`src/rtl/alu_issue_pkg.sv`:
```
// Shared MIPS field layout, opcode/funct constants and ALU select codes
// for the ID/EX issue stage.
package alu_issue_pkg;

    localparam int OP_HI = 31;
    localparam int OP_LO = 26;
    localparam int RS_HI = 25;
    localparam int RS_LO = 21;
    localparam int RT_HI = 20;
    localparam int RT_LO = 16;
    localparam int RD_HI = 15;
    localparam int RD_LO = 11;
    localparam int FN_HI = 5;
    localparam int FN_LO = 0;

    localparam logic [5:0] OP_RTYPE = 6'h00;
    localparam logic [5:0] OP_ADDI  = 6'h08;
    localparam logic [5:0] OP_ADDIU = 6'h09;
    localparam logic [5:0] OP_SLTI  = 6'h0A;
    localparam logic [5:0] OP_SLTIU = 6'h0B;
    localparam logic [5:0] OP_ANDI  = 6'h0C;
    localparam logic [5:0] OP_ORI   = 6'h0D;
    localparam logic [5:0] OP_XORI  = 6'h0E;

    localparam logic [5:0] FN_SLL  = 6'h00;
    localparam logic [5:0] FN_SRL  = 6'h02;
    localparam logic [5:0] FN_SRA  = 6'h03;
    localparam logic [5:0] FN_SLLV = 6'h04;
    localparam logic [5:0] FN_SRLV = 6'h06;
    localparam logic [5:0] FN_SRAV = 6'h07;
    localparam logic [5:0] FN_ADD  = 6'h20;
    localparam logic [5:0] FN_ADDU = 6'h21;
    localparam logic [5:0] FN_SUB  = 6'h22;
    localparam logic [5:0] FN_SUBU = 6'h23;
    localparam logic [5:0] FN_AND  = 6'h24;
    localparam logic [5:0] FN_OR   = 6'h25;
    localparam logic [5:0] FN_XOR  = 6'h26;
    localparam logic [5:0] FN_NOR  = 6'h27;
    localparam logic [5:0] FN_SLT  = 6'h2A;
    localparam logic [5:0] FN_SLTU = 6'h2B;

    // Every decoded op keeps bit 7 clear; the undefined code sets it.
    localparam logic [7:0] SELECT_ALU_ADD  = 8'h01;
    localparam logic [7:0] SELECT_ALU_SUB  = 8'h02;
    localparam logic [7:0] SELECT_ALU_AND  = 8'h03;
    localparam logic [7:0] SELECT_ALU_OR   = 8'h04;
    localparam logic [7:0] SELECT_ALU_XOR  = 8'h05;
    localparam logic [7:0] SELECT_ALU_NOR  = 8'h06;
    localparam logic [7:0] SELECT_ALU_SLT  = 8'h07;
    localparam logic [7:0] SELECT_ALU_SLTU = 8'h08;
    localparam logic [7:0] SELECT_ALU_SLL  = 8'h09;
    localparam logic [7:0] SELECT_ALU_SRL  = 8'h0A;
    localparam logic [7:0] SELECT_ALU_SRA  = 8'h0B;
    localparam logic [7:0] SELECT_ALU_SLLV = 8'h0C;
    localparam logic [7:0] SELECT_ALU_SRLV = 8'h0D;
    localparam logic [7:0] SELECT_ALU_SRAV = 8'h0E;
    localparam logic [7:0] SELECT_UNDEFINED = 8'hFF;

    typedef struct packed {
        logic [7:0]  sel;
        logic        use_imm;
        logic [31:0] imm;
        logic [4:0]  rs;
        logic [4:0]  rt;
        logic [4:0]  rd;
        logic        wen;
        logic        illegal;
    } dec_t;

endpackage

```
`src/rtl/alu_issue_if.sv`:
```
// ALU operand/control bundle between the issue stage (master) and EX (slave).
interface alu_issue_if;
  logic        out_valid;
  logic        out_ready;
  logic [31:0] RSbus;
  logic [31:0] RTbus;
  logic [31:0] Imm;
  logic        UseImm;
  logic [7:0]  SEL;
  logic [4:0]  out_rd;
  logic        out_wen;
  logic        out_illegal;
  logic [31:0] alu_result;

  modport master (
    output out_valid, RSbus, RTbus, Imm, UseImm, SEL, out_rd, out_wen, out_illegal,
    input  out_ready, alu_result
  );
  modport slave (
    input  out_valid, RSbus, RTbus, Imm, UseImm, SEL, out_rd, out_wen, out_illegal,
    output out_ready, alu_result
  );
endinterface

```
`src/rtl/alu_issue_decode.sv`:
```
// Pure combinational decode of one MIPS word into the ALU control word.
module alu_issue_decode
  import alu_issue_pkg::*;
(
  input  logic [31:0] instr,
  output dec_t        dec
);
  logic [5:0]  opcode;
  logic [5:0]  funct;
  logic [31:0] imm_sext;
  logic [31:0] imm_zext;

  assign opcode   = instr[OP_HI:OP_LO];
  assign funct    = instr[FN_HI:FN_LO];
  assign imm_sext = {{16{instr[15]}}, instr[15:0]};
  assign imm_zext = {16'h0000, instr[15:0]};

  always_comb begin
    dec         = '0;
    dec.sel     = SELECT_UNDEFINED;
    dec.imm     = imm_sext;
    dec.use_imm = 1'b0;
    dec.rs      = instr[RS_HI:RS_LO];
    dec.rt      = instr[RT_HI:RT_LO];
    dec.rd      = instr[RT_HI:RT_LO];
    if (opcode == OP_RTYPE) begin
      dec.rd = instr[RD_HI:RD_LO];
      case (funct)
        FN_ADD, FN_ADDU: dec.sel = SELECT_ALU_ADD;
        FN_SUB, FN_SUBU: dec.sel = SELECT_ALU_SUB;
        FN_AND:          dec.sel = SELECT_ALU_AND;
        FN_OR:           dec.sel = SELECT_ALU_OR;
        FN_XOR:          dec.sel = SELECT_ALU_XOR;
        FN_NOR:          dec.sel = SELECT_ALU_NOR;
        FN_SLT:          dec.sel = SELECT_ALU_SLT;
        FN_SLTU:         dec.sel = SELECT_ALU_SLTU;
        // Constant shifts carry shamt in Imm[10:6] via the sign-extended low half.
        FN_SLL: begin dec.sel = SELECT_ALU_SLL; dec.use_imm = 1'b1; end
        FN_SRL: begin dec.sel = SELECT_ALU_SRL; dec.use_imm = 1'b1; end
        FN_SRA: begin dec.sel = SELECT_ALU_SRA; dec.use_imm = 1'b1; end
        FN_SLLV:         dec.sel = SELECT_ALU_SLLV;
        FN_SRLV:         dec.sel = SELECT_ALU_SRLV;
        FN_SRAV:         dec.sel = SELECT_ALU_SRAV;
        default:         dec.sel = SELECT_UNDEFINED;
      endcase
    end else begin
      dec.use_imm = 1'b1;
      case (opcode)
        OP_ADDI, OP_ADDIU: dec.sel = SELECT_ALU_ADD;
        OP_SLTI:           dec.sel = SELECT_ALU_SLT;
        OP_SLTIU:          dec.sel = SELECT_ALU_SLTU;
        OP_ANDI: begin dec.sel = SELECT_ALU_AND; dec.imm = imm_zext; end
        OP_ORI:  begin dec.sel = SELECT_ALU_OR;  dec.imm = imm_zext; end
        OP_XORI: begin dec.sel = SELECT_ALU_XOR; dec.imm = imm_zext; end
        default: begin dec.sel = SELECT_UNDEFINED; dec.use_imm = 1'b0; end
      endcase
    end
    dec.illegal = (dec.sel == SELECT_UNDEFINED);
    dec.wen     = !dec.illegal && (dec.rd != 5'd0);
  end
endmodule

```
`src/rtl/alu_issue.sv`:
```
// ID/EX issue stage: decode, operand resolution with WB/EX bypass, and the
// valid/ready register that drives the ALU inputs.
module alu_issue
  import alu_issue_pkg::*;
#(
  parameter bit FWD_EX = 1'b1
) (
  input  logic        clk,
  input  logic        reset,
  input  logic        in_valid,
  output logic        in_ready,
  input  logic [31:0] in_instr,
  input  logic [31:0] rf_rs_data,
  input  logic [31:0] rf_rt_data,
  input  logic        wb_en,
  input  logic [4:0]  wb_addr,
  input  logic [31:0] wb_data,
  input  logic        flush,
  alu_issue_if.master alu
);
  dec_t        dec;
  logic        accept;
  logic        ex_fwd;
  logic        valid_reg;
  logic [31:0] rs_reg, rt_reg, imm_reg;
  logic        use_imm_reg, wen_reg, illegal_reg;
  logic [7:0]  sel_reg;
  logic [4:0]  rd_reg;

  alu_issue_decode u_decode (
    .instr (in_instr),
    .dec   (dec)
  );

  assign in_ready = !valid_reg || alu.out_ready;
  assign accept   = in_valid && in_ready && !flush;
  // Held result is only forwarded when it leaves on this very edge.
  assign ex_fwd   = FWD_EX && valid_reg && alu.out_ready && wen_reg;

  for (genvar gi = 0; gi < 2; gi++) begin : g_opnd
    logic [4:0]  fld;
    logic [31:0] rf;
    logic [31:0] val;
    assign fld = (gi == 0) ? dec.rs : dec.rt;
    assign rf  = (gi == 0) ? rf_rs_data : rf_rt_data;
    always_comb begin
      val = rf;
      if (fld == 5'd0)                      val = '0;
      else if (ex_fwd && rd_reg == fld)     val = alu.alu_result;
      else if (wb_en && wb_addr == fld)     val = wb_data;
    end
  end

  always_ff @(posedge clk or posedge reset) begin
    if (reset) begin
      valid_reg   <= 1'b0;
      rs_reg      <= '0;
      rt_reg      <= '0;
      imm_reg     <= '0;
      use_imm_reg <= 1'b0;
      sel_reg     <= SELECT_UNDEFINED;
      rd_reg      <= '0;
      wen_reg     <= 1'b0;
      illegal_reg <= 1'b0;
    end else if (flush) begin
      valid_reg <= 1'b0;
    end else if (accept) begin
      valid_reg   <= 1'b1;
      rs_reg      <= g_opnd[0].val;
      rt_reg      <= g_opnd[1].val;
      imm_reg     <= dec.imm;
      use_imm_reg <= dec.use_imm;
      sel_reg     <= dec.sel;
      rd_reg      <= dec.rd;
      wen_reg     <= dec.wen;
      illegal_reg <= dec.illegal;
    end else if (alu.out_ready) begin
      valid_reg <= 1'b0;
    end
  end

  assign alu.out_valid   = valid_reg;
  assign alu.RSbus       = rs_reg;
  assign alu.RTbus       = rt_reg;
  assign alu.Imm         = imm_reg;
  assign alu.UseImm      = use_imm_reg;
  assign alu.SEL         = sel_reg;
  assign alu.out_rd      = rd_reg;
  assign alu.out_wen     = wen_reg;
  assign alu.out_illegal = illegal_reg;
endmodule

```
`src/flat_wrapper.sv`:
```
// flat-port wrapper written by rule: the top's interface ports become plain ports
module alu_issue_flat import alu_issue_pkg::*;
#(
  parameter bit FWD_EX = 1'b1
)
  (clk, reset, in_valid, in_ready, in_instr, rf_rs_data, rf_rt_data, wb_en, wb_addr, wb_data, flush, alu_out_valid, alu_RSbus, alu_RTbus, alu_Imm, alu_UseImm, alu_SEL, alu_out_rd, alu_out_wen, alu_out_illegal, alu_out_ready, alu_alu_result);
  alu_issue_if alu_i ();
  input  logic clk;
  input  logic reset;
  input  logic in_valid;
  output logic in_ready;
  input  logic [31:0] in_instr;
  input  logic [31:0] rf_rs_data;
  input  logic [31:0] rf_rt_data;
  input  logic wb_en;
  input  logic [4:0] wb_addr;
  input  logic [31:0] wb_data;
  input  logic flush;
  output wire logic [$bits(alu_i.out_valid)-1:0] alu_out_valid;
  output wire logic [$bits(alu_i.RSbus)-1:0] alu_RSbus;
  output wire logic [$bits(alu_i.RTbus)-1:0] alu_RTbus;
  output wire logic [$bits(alu_i.Imm)-1:0] alu_Imm;
  output wire logic [$bits(alu_i.UseImm)-1:0] alu_UseImm;
  output wire logic [$bits(alu_i.SEL)-1:0] alu_SEL;
  output wire logic [$bits(alu_i.out_rd)-1:0] alu_out_rd;
  output wire logic [$bits(alu_i.out_wen)-1:0] alu_out_wen;
  output wire logic [$bits(alu_i.out_illegal)-1:0] alu_out_illegal;
  input wire logic [$bits(alu_i.out_ready)-1:0] alu_out_ready;
  input wire logic [$bits(alu_i.alu_result)-1:0] alu_alu_result;
  assign alu_out_valid = alu_i.out_valid;
  assign alu_RSbus = alu_i.RSbus;
  assign alu_RTbus = alu_i.RTbus;
  assign alu_Imm = alu_i.Imm;
  assign alu_UseImm = alu_i.UseImm;
  assign alu_SEL = alu_i.SEL;
  assign alu_out_rd = alu_i.out_rd;
  assign alu_out_wen = alu_i.out_wen;
  assign alu_out_illegal = alu_i.out_illegal;
  assign alu_i.out_ready = alu_out_ready;
  assign alu_i.alu_result = alu_alu_result;
  alu_issue #(.FWD_EX(FWD_EX)) u_core (.clk(clk), .reset(reset), .in_valid(in_valid), .in_ready(in_ready), .in_instr(in_instr), .rf_rs_data(rf_rs_data), .rf_rt_data(rf_rt_data), .wb_en(wb_en), .wb_addr(wb_addr), .wb_data(wb_data), .flush(flush), .alu(alu_i));
endmodule
```
`config.mk`:
```
export PLATFORM = sky130hd
export DESIGN_NAME = alu_issue_flat
export DESIGN_NICKNAME = d
export VERILOG_FILES = /design/src/rtl/alu_issue_pkg.sv /design/src/rtl/alu_issue_if.sv /design/src/rtl/alu_issue_decode.sv /design/src/rtl/alu_issue.sv /design/src/flat_wrapper.sv
export SDC_FILE = /design/constraint.sdc
export NUM_CORES = 1
export LEC_CHECK = 0
export ABC_CLOCK_PERIOD_IN_PS = 4000
export BUFFER_PORTS_ARGS = -buffer_cell sky130_fd_sc_hd__buf_2
export CORE_UTILIZATION = 41
export CTS_BUF_LIST = sky130_fd_sc_hd__clkbuf_4
export DETAILED_ROUTE_END_ITERATION = 6
export GPL_TIMING_DRIVEN = 0
export PLACE_DENSITY = 0.73
export SLEW_MARGIN = 0
export SYNTH_ARGS = -nofsm -noshare
export SYNTH_HDL_FRONTEND = slang
export SYNTH_HIERARCHICAL = 1
export SYNTH_SLANG_ARGS = --single-unit
```
`constraint.sdc`:
```
create_clock -name clk -period 4 [get_ports clk]
set_input_delay 1 -clock clk [delete_from_list [all_inputs] [get_ports clk]]
set_output_delay 1 -clock clk [all_outputs]
set_load 0.005 [all_outputs]
```
Word-level counts from Yosys, hierarchy flattened
Cells that the tools add are included.

storage, ports and cells
  register bits = 113

operators by class
  equal/unequal tests = 27
  mux-type cells = 17
  bitwise gates (word level) = 1
  reductions and logical operators = 26

operators by type and width
  kind                                                             number
  32-bit 2-to-1 mux                                                8
  8-bit one-hot mux with 14 select lines                           1
  6-bit == test, second input constant                             10
  8-bit one-hot mux with 6 select lines                            1
  6-bit by 4-bit == test with 1-bit output, second input constant  7
  5-bit == test                                                    4
  6-bit by 3-bit == test with 1-bit output, second input constant  3
  6-bit by 2-bit == test with 1-bit output, second input constant  2
  6-bit logical NOT                                                2
  5-bit logical NOT                                                2
  1-bit logical AND                                                9
  9-bit 2-to-1 mux                                                 1
  8-bit == test, second input constant                             1
  7-bit OR reduction                                               1
  2-bit OR reduction                                               3
  3-bit OR reduction                                               2
  1-bit 2-to-1 mux                                                 5
  5-bit 2-to-1 mux                                                 1
  5-bit nonzero test                                               1
  1-bit logical NOT                                                3
  3-bit nonzero test                                               1
  2-bit AND reduction                                              1
  1-bit logical OR                                                 1
  1-bit inverter                                                   1

Logic depth before layout (Yosys ltp)
  word-level depth = 7
  mapped depth = 8
  gate-level depth less buffers = 5

Hierarchy
Netlist, hierarchy kept.

by module, submodules not included
  module            instances  cells each  area each (sq um)
  alu_issue         1          504         5793.1
  alu_issue_decode  1          117         735.7

Worst setup path after synthesis
Ideal clock, no wire load.

  path type = in2reg
  start point = in in_instr[25]
  end point = reg u_core.rs_reg[0], in the netlist u_core/alu.RSbus[0]
  library setup time = 0.126 ns
  data arrival time = 2.419 ns
  required time = 3.874 ns
  slack = 1.456 ns
  cell stages on the path = 7
  buffers on the path = 2
  cells stage by stage = buf_4 > xor2_1 > nor4_4 > nand3_4 > buf_6 > a221oi_2 > o21ai_1

between the ends
  word-level cells in the longest chain between the ends = 5
  elaborated cells on any way between the ends = 8
  classes of those cells = 2 x eq/ne; 3 x mux; 3 x reduce/logical

ends and longest elaborated chain
  element               line                RTL
  from (decl)           flat_wrapper.sv:12  input logic [31:0] in_instr;
  5-bit == test         alu_issue.sv:50     else if (wb_en && wb_addr == fld) val = wb_data;
  1-bit logical AND     alu_issue.sv:50
  32-bit 2-to-1 mux     alu_issue.sv:50
  32-bit 2-to-1 mux     alu_issue.sv:49     else if (ex_fwd && rd_reg == fld) val = alu.alu_result;
  32-bit 2-to-1 mux *   alu_issue.sv:48     if (fld == 5'd0) val = '0;
  to (signal assigned)  alu_issue.sv:69     rs_reg <= g_opnd[0].val;
  to (decl)             alu_issue.sv:25     logic [31:0] rs_reg, rt_reg, imm_reg;

Mark *: on every way between the ends. The rest lies on a longest branch, timed or not.
A chain may end at the register's enable or synchronous reset.

Final worst setup path
  start point = in alu_out_ready
  end point = reg u_core.rs_reg[22], in the netlist u_core/alu.RSbus[22]

between the ends
  word-level cells in the longest chain between the ends = 5
  elaborated cells on any way between the ends = 9
  classes of those cells = 2 x mux; 7 x reduce/logical

ends and longest elaborated chain
  element                         line                RTL
  from (decl)                     flat_wrapper.sv:28  input wire logic [$bits(alu_i.out_ready)-1:0] alu_out_ready;
  1-bit logical AND (2 in a row)  alu_issue.sv:38     assign ex_fwd = FWD_EX && valid_reg && alu.out_ready && wen_reg;
  1-bit logical AND               alu_issue.sv:49
  32-bit 2-to-1 mux               alu_issue.sv:49
  32-bit 2-to-1 mux               alu_issue.sv:48

Several ways; a longest one is shown, not always the timed one.

==> impl_metrics.env <==
export IMPL_setup_tns_ns=0
export IMPL_postCtsResizedCells=0
export IMPL_antenna_left=0
export IMPL_via_per_inst=5.303
export IMPL_vias=6029
export IMPL_cp_start_kind="primary input"
export IMPL_path_clk_slew_ns=0.11
export IMPL_drc=0
export IMPL_syn_area_um2=6529
export IMPL_synth_fp_nets=792
export IMPL_postCtsSetupBuffers=0
export IMPL_status="completed"
export IMPL_drive_above_1_share=0.5043
export IMPL_rows=45
export IMPL_power_frac_seq=0.450
export IMPL_synthMuxAreaShare=0.1357
export IMPL_rsz0062_at_grt="false"
export IMPL_skew_ns=0.01252
export IMPL_boundaryPins=285
export IMPL_peakVddDrop_uv=297.3
export IMPL_async_reset_ff_frac=1.000
export IMPL_comb_power_share=0.245
export IMPL_num_nets_final=1084
export IMPL_synth_area_leader_cell="dfrtp_1"
export IMPL_leakage_nw=4.014
export IMPL_synthAdderAreaFrac=0
export IMPL_critPathCaptureType="flop"
export IMPL_critPathKind="primary input to flop"
export IMPL_synthTopCellsByArea="dfrtp_1 40%, mux2_2 8.3%, a221oi_2 6.9%"
export IMPL_drtPass1Iterations=5
export IMPL_grt_total_usage=0.2535
export IMPL_cp_required_ns=4.45
export IMPL_die_height_um=128.2
export IMPL_synth_top_area_share=0.4025
export IMPL_wl_per_cell_um=18.10
export IMPL_min_period_ns=2.676
export IMPL_cts_buffers=17
export IMPL_synth_warnings=6
export IMPL_synth_top_family_by_area="compound AO/OA/AOI/OAI gates"
export IMPL_grt_overflow_total=0
export IMPL_synth_simple_area_share=0.1056
export IMPL_hpwl_um=15320
export IMPL_p_sw_w=0.0009275
export IMPL_antenna_found_initial=0
export IMPL_cp_top_family="compound AO/OA/AOI/OAI gates"
export IMPL_finalHoldViolCount=0
export IMPL_grt_pass1_wl_um=31950
export IMPL_first_iter_violations=368
export IMPL_h_tree_depth=4
export IMPL_max_freq_ghz=0.3737
export IMPL_synth_compound_area_frac=0.2026
export IMPL_yosysSeqAreaShare=0.4346
export IMPL_p_per_area_nw_per_um2=371.6
export IMPL_slowest_stage="a21oi_1"
export IMPL_tightest_slew_ns=1.195
export IMPL_crit_fanout=10
export IMPL_start_util=0.4247
export IMPL_ys_ff_latch=113
export IMPL_intPower_w=0.002232
export IMPL_synthFlopType="dfrtp_1"
export IMPL_die_x_um=128.2
export IMPL_grt_pass1_vias=6167
export IMPL_drv_slew=0
export IMPL_portBuffers=272
export IMPL_max_slew_margin=0.2013
export IMPL_clock_sinks=113
export IMPL_core_area_um2=15370
export IMPL_synth_xor_area_frac=0.02951
export IMPL_fp_dieArea_um2=16430
export IMPL_hold_ws_ns=0.4918
export IMPL_synth_edff_count=0
export IMPL_pwr_share_clk=0.306
export IMPL_cts_root_buffer="clkbuf_4"
export IMPL_clk_path_buf_depth=2
export IMPL_cts_hold_fix_buffers=0
export IMPL_maxCapViolations=0
export IMPL_synth_cell_types=50
export IMPL_sw_frac_of_total=0.2935
export IMPL_postSynthAreaPerCell_um2=10.51
export IMPL_critPathArrivalTime_ns=3.12
export IMPL_setup_viol=0
export IMPL_drt_wl_total_um=20580
export IMPL_grt_max_degree=63
export IMPL_crit_chain="buf_2 > nand2b_1 > nand3b_1 > a21oi_1 > clkbuf_1 > o21ai_0 > o21ai_1"
export IMPL_syn2layout_area_growth_pct=30.24
export IMPL_cpPeakStageDelay_ns=0.75
export IMPL_crit_buf_inv=2
export IMPL_fin_crit_sh=0.6689
export IMPL_synthCells=621
export IMPL_min_path_type="primary input to async pin"
export IMPL_cts_tree="built"
export IMPL_diodes=0
export IMPL_place_gp_congestion=0.8540
export IMPL_insertion_delay_ns=0.52
## kinds of logic (layout without fill, tap and decap cells)
| family | count (synthesis) | count (layout) |
|---|---|---|
| compound gates | 181 | 181 |
| simple gates | 128 | 128 |
| flops | 113 | 113 |
| buf+inv | 95 | 400 |
| mux | 82 | 82 |
| xor+xnor | 22 | 22 |
## flip-flops by register name, indices dropped and copies added, names as in the netlist
signal / count
u_core/alu.Imm: 32
u_core/alu.RSbus: 32
u_core/alu.RTbus: 32
u_core/alu.SEL: 8
u_core/alu.UseImm: 1
u_core/alu.out_illegal: 1
u_core/alu.out_rd: 5
u_core/alu.out_valid: 1
u_core/alu.out_wen: 1
## routing by layer
| layer | vias to the layer above | GRT usage | wire, um |
|---|---|---|---|
| li1 | 2827 | - | - |
| met1 | 2910 | 0.3103 | 8512 |
| met2 | 267 | 0.4289 | 10090 |
| met3 | 25 | 0.08139 | 1693 |
| met4 | 0 | 0.06644 | 284 |
| met5 | - | 0 | 0 |
## cell usage in the layout (no fill, tap or decap), types with 5 or more instances in the layout
master,instances
buf_2,285
dfrtp_1,105
o21ai_0,62
nand2_1,49
mux2_2,48
buf_4,44
o21ai_1,36
and3_1,34
mux2i_1,33
a22oi_1,32
a221oi_2,30
clkbuf_1,21
clkbuf_4,20
nor2_1,16
xor2_1,12
xnor2_1,10
a21oi_1,9
dfstp_2,8
nand3_1,5
## worst paths after layout
path	from	endpoint	slack (ns)	cells after the start
worst max-delay path	alu_out_ready	u_core/alu.RSbus[22]$_DFFE_PP0P_	1.32	7
worst min-delay path	reset	u_core/alu.Imm[7]$_DFFE_PP0P_	0.49	2
worst max register to register	u_core/alu.out_valid$_DFFE_PP0P_	u_core/alu.RSbus[22]$_DFFE_PP0P_	1.50	6
worst min register to register	u_core/alu.RSbus[23]$_DFFE_PP0P_	u_core/alu.RSbus[23]$_DFFE_PP0P_	0.49	2
max in group asynchronous	reset	u_core/alu.RSbus[30]$_DFFE_PP0P_	2.81	3
min in group clk	u_core/alu.RSbus[23]$_DFFE_PP0P_	u_core/alu.RSbus[23]$_DFFE_PP0P_	0.49	2
## stage by stage
step / cells / setup slack, ns / power (W) / cell area, um^2 / utilization
floorplan: 621 / 0.02588 / 0.001829 / 6529 / -
global placement: 1104 / -1.465 / 0.002195 / 8154 / 0.5305
detailed placement: 1105 / 0.7847 / 0.002219 / 8187 / 0.5326
CTS: 1137 / 1.377 / 0.003193 / 8503 / 0.5532
global route: 1137 / 1.233 / 0.003344 / 8503 / 0.5532
finish: 1137 / 1.324 / 0.003160 / 8503 / 0.5532
## power by group through the flow
stage	clock network, W	logic [W]	registers [W]
2_1_floorplan	0	0.000378	0.00145
5_1_grt	0.00105	0.000852	0.00144
4_1_cts	0.000993	0.000778	0.00142
6_report	0.000966	0.000773	0.00142
3_5_place_dp	0	0.000775	0.00144
3_3_place_gp	0	0.000760	0.00143
## cell type report
type                       instances  area, um^2
inverter                           5       23.77
fill                            1421        6868
tap                              211       264.0
buffer                            90       581.8
sequential                       113        2838
clock inverter                    12       166.4
timing repair buffer             273        1389
clock buffer                      20       150.1
multi-input combinational        413        3090
## Yosys cell counts, drive strengths merged (2+ instances only)
| master | number |
|---|---|
| dfrtp | 105 |
| inv | 5 |
| buf | 64 |
| mux2 | 49 |
| or2 | 2 |
| nand3 | 6 |
| nand2b | 4 |
| clkbuf | 26 |
| xnor2 | 10 |
| nor4 | 6 |
| a221oi | 32 |
| nor2 | 17 |
| a22oi | 32 |
| a31oi | 2 |
| and3 | 35 |
| mux2i | 33 |
| xor2 | 12 |
| a21oi | 9 |
| nand2 | 49 |
| dfstp | 8 |
| nor3b | 2 |
| o21ai | 99 |
| or4 | 2 |
Power figures use the tool's default switching activity.
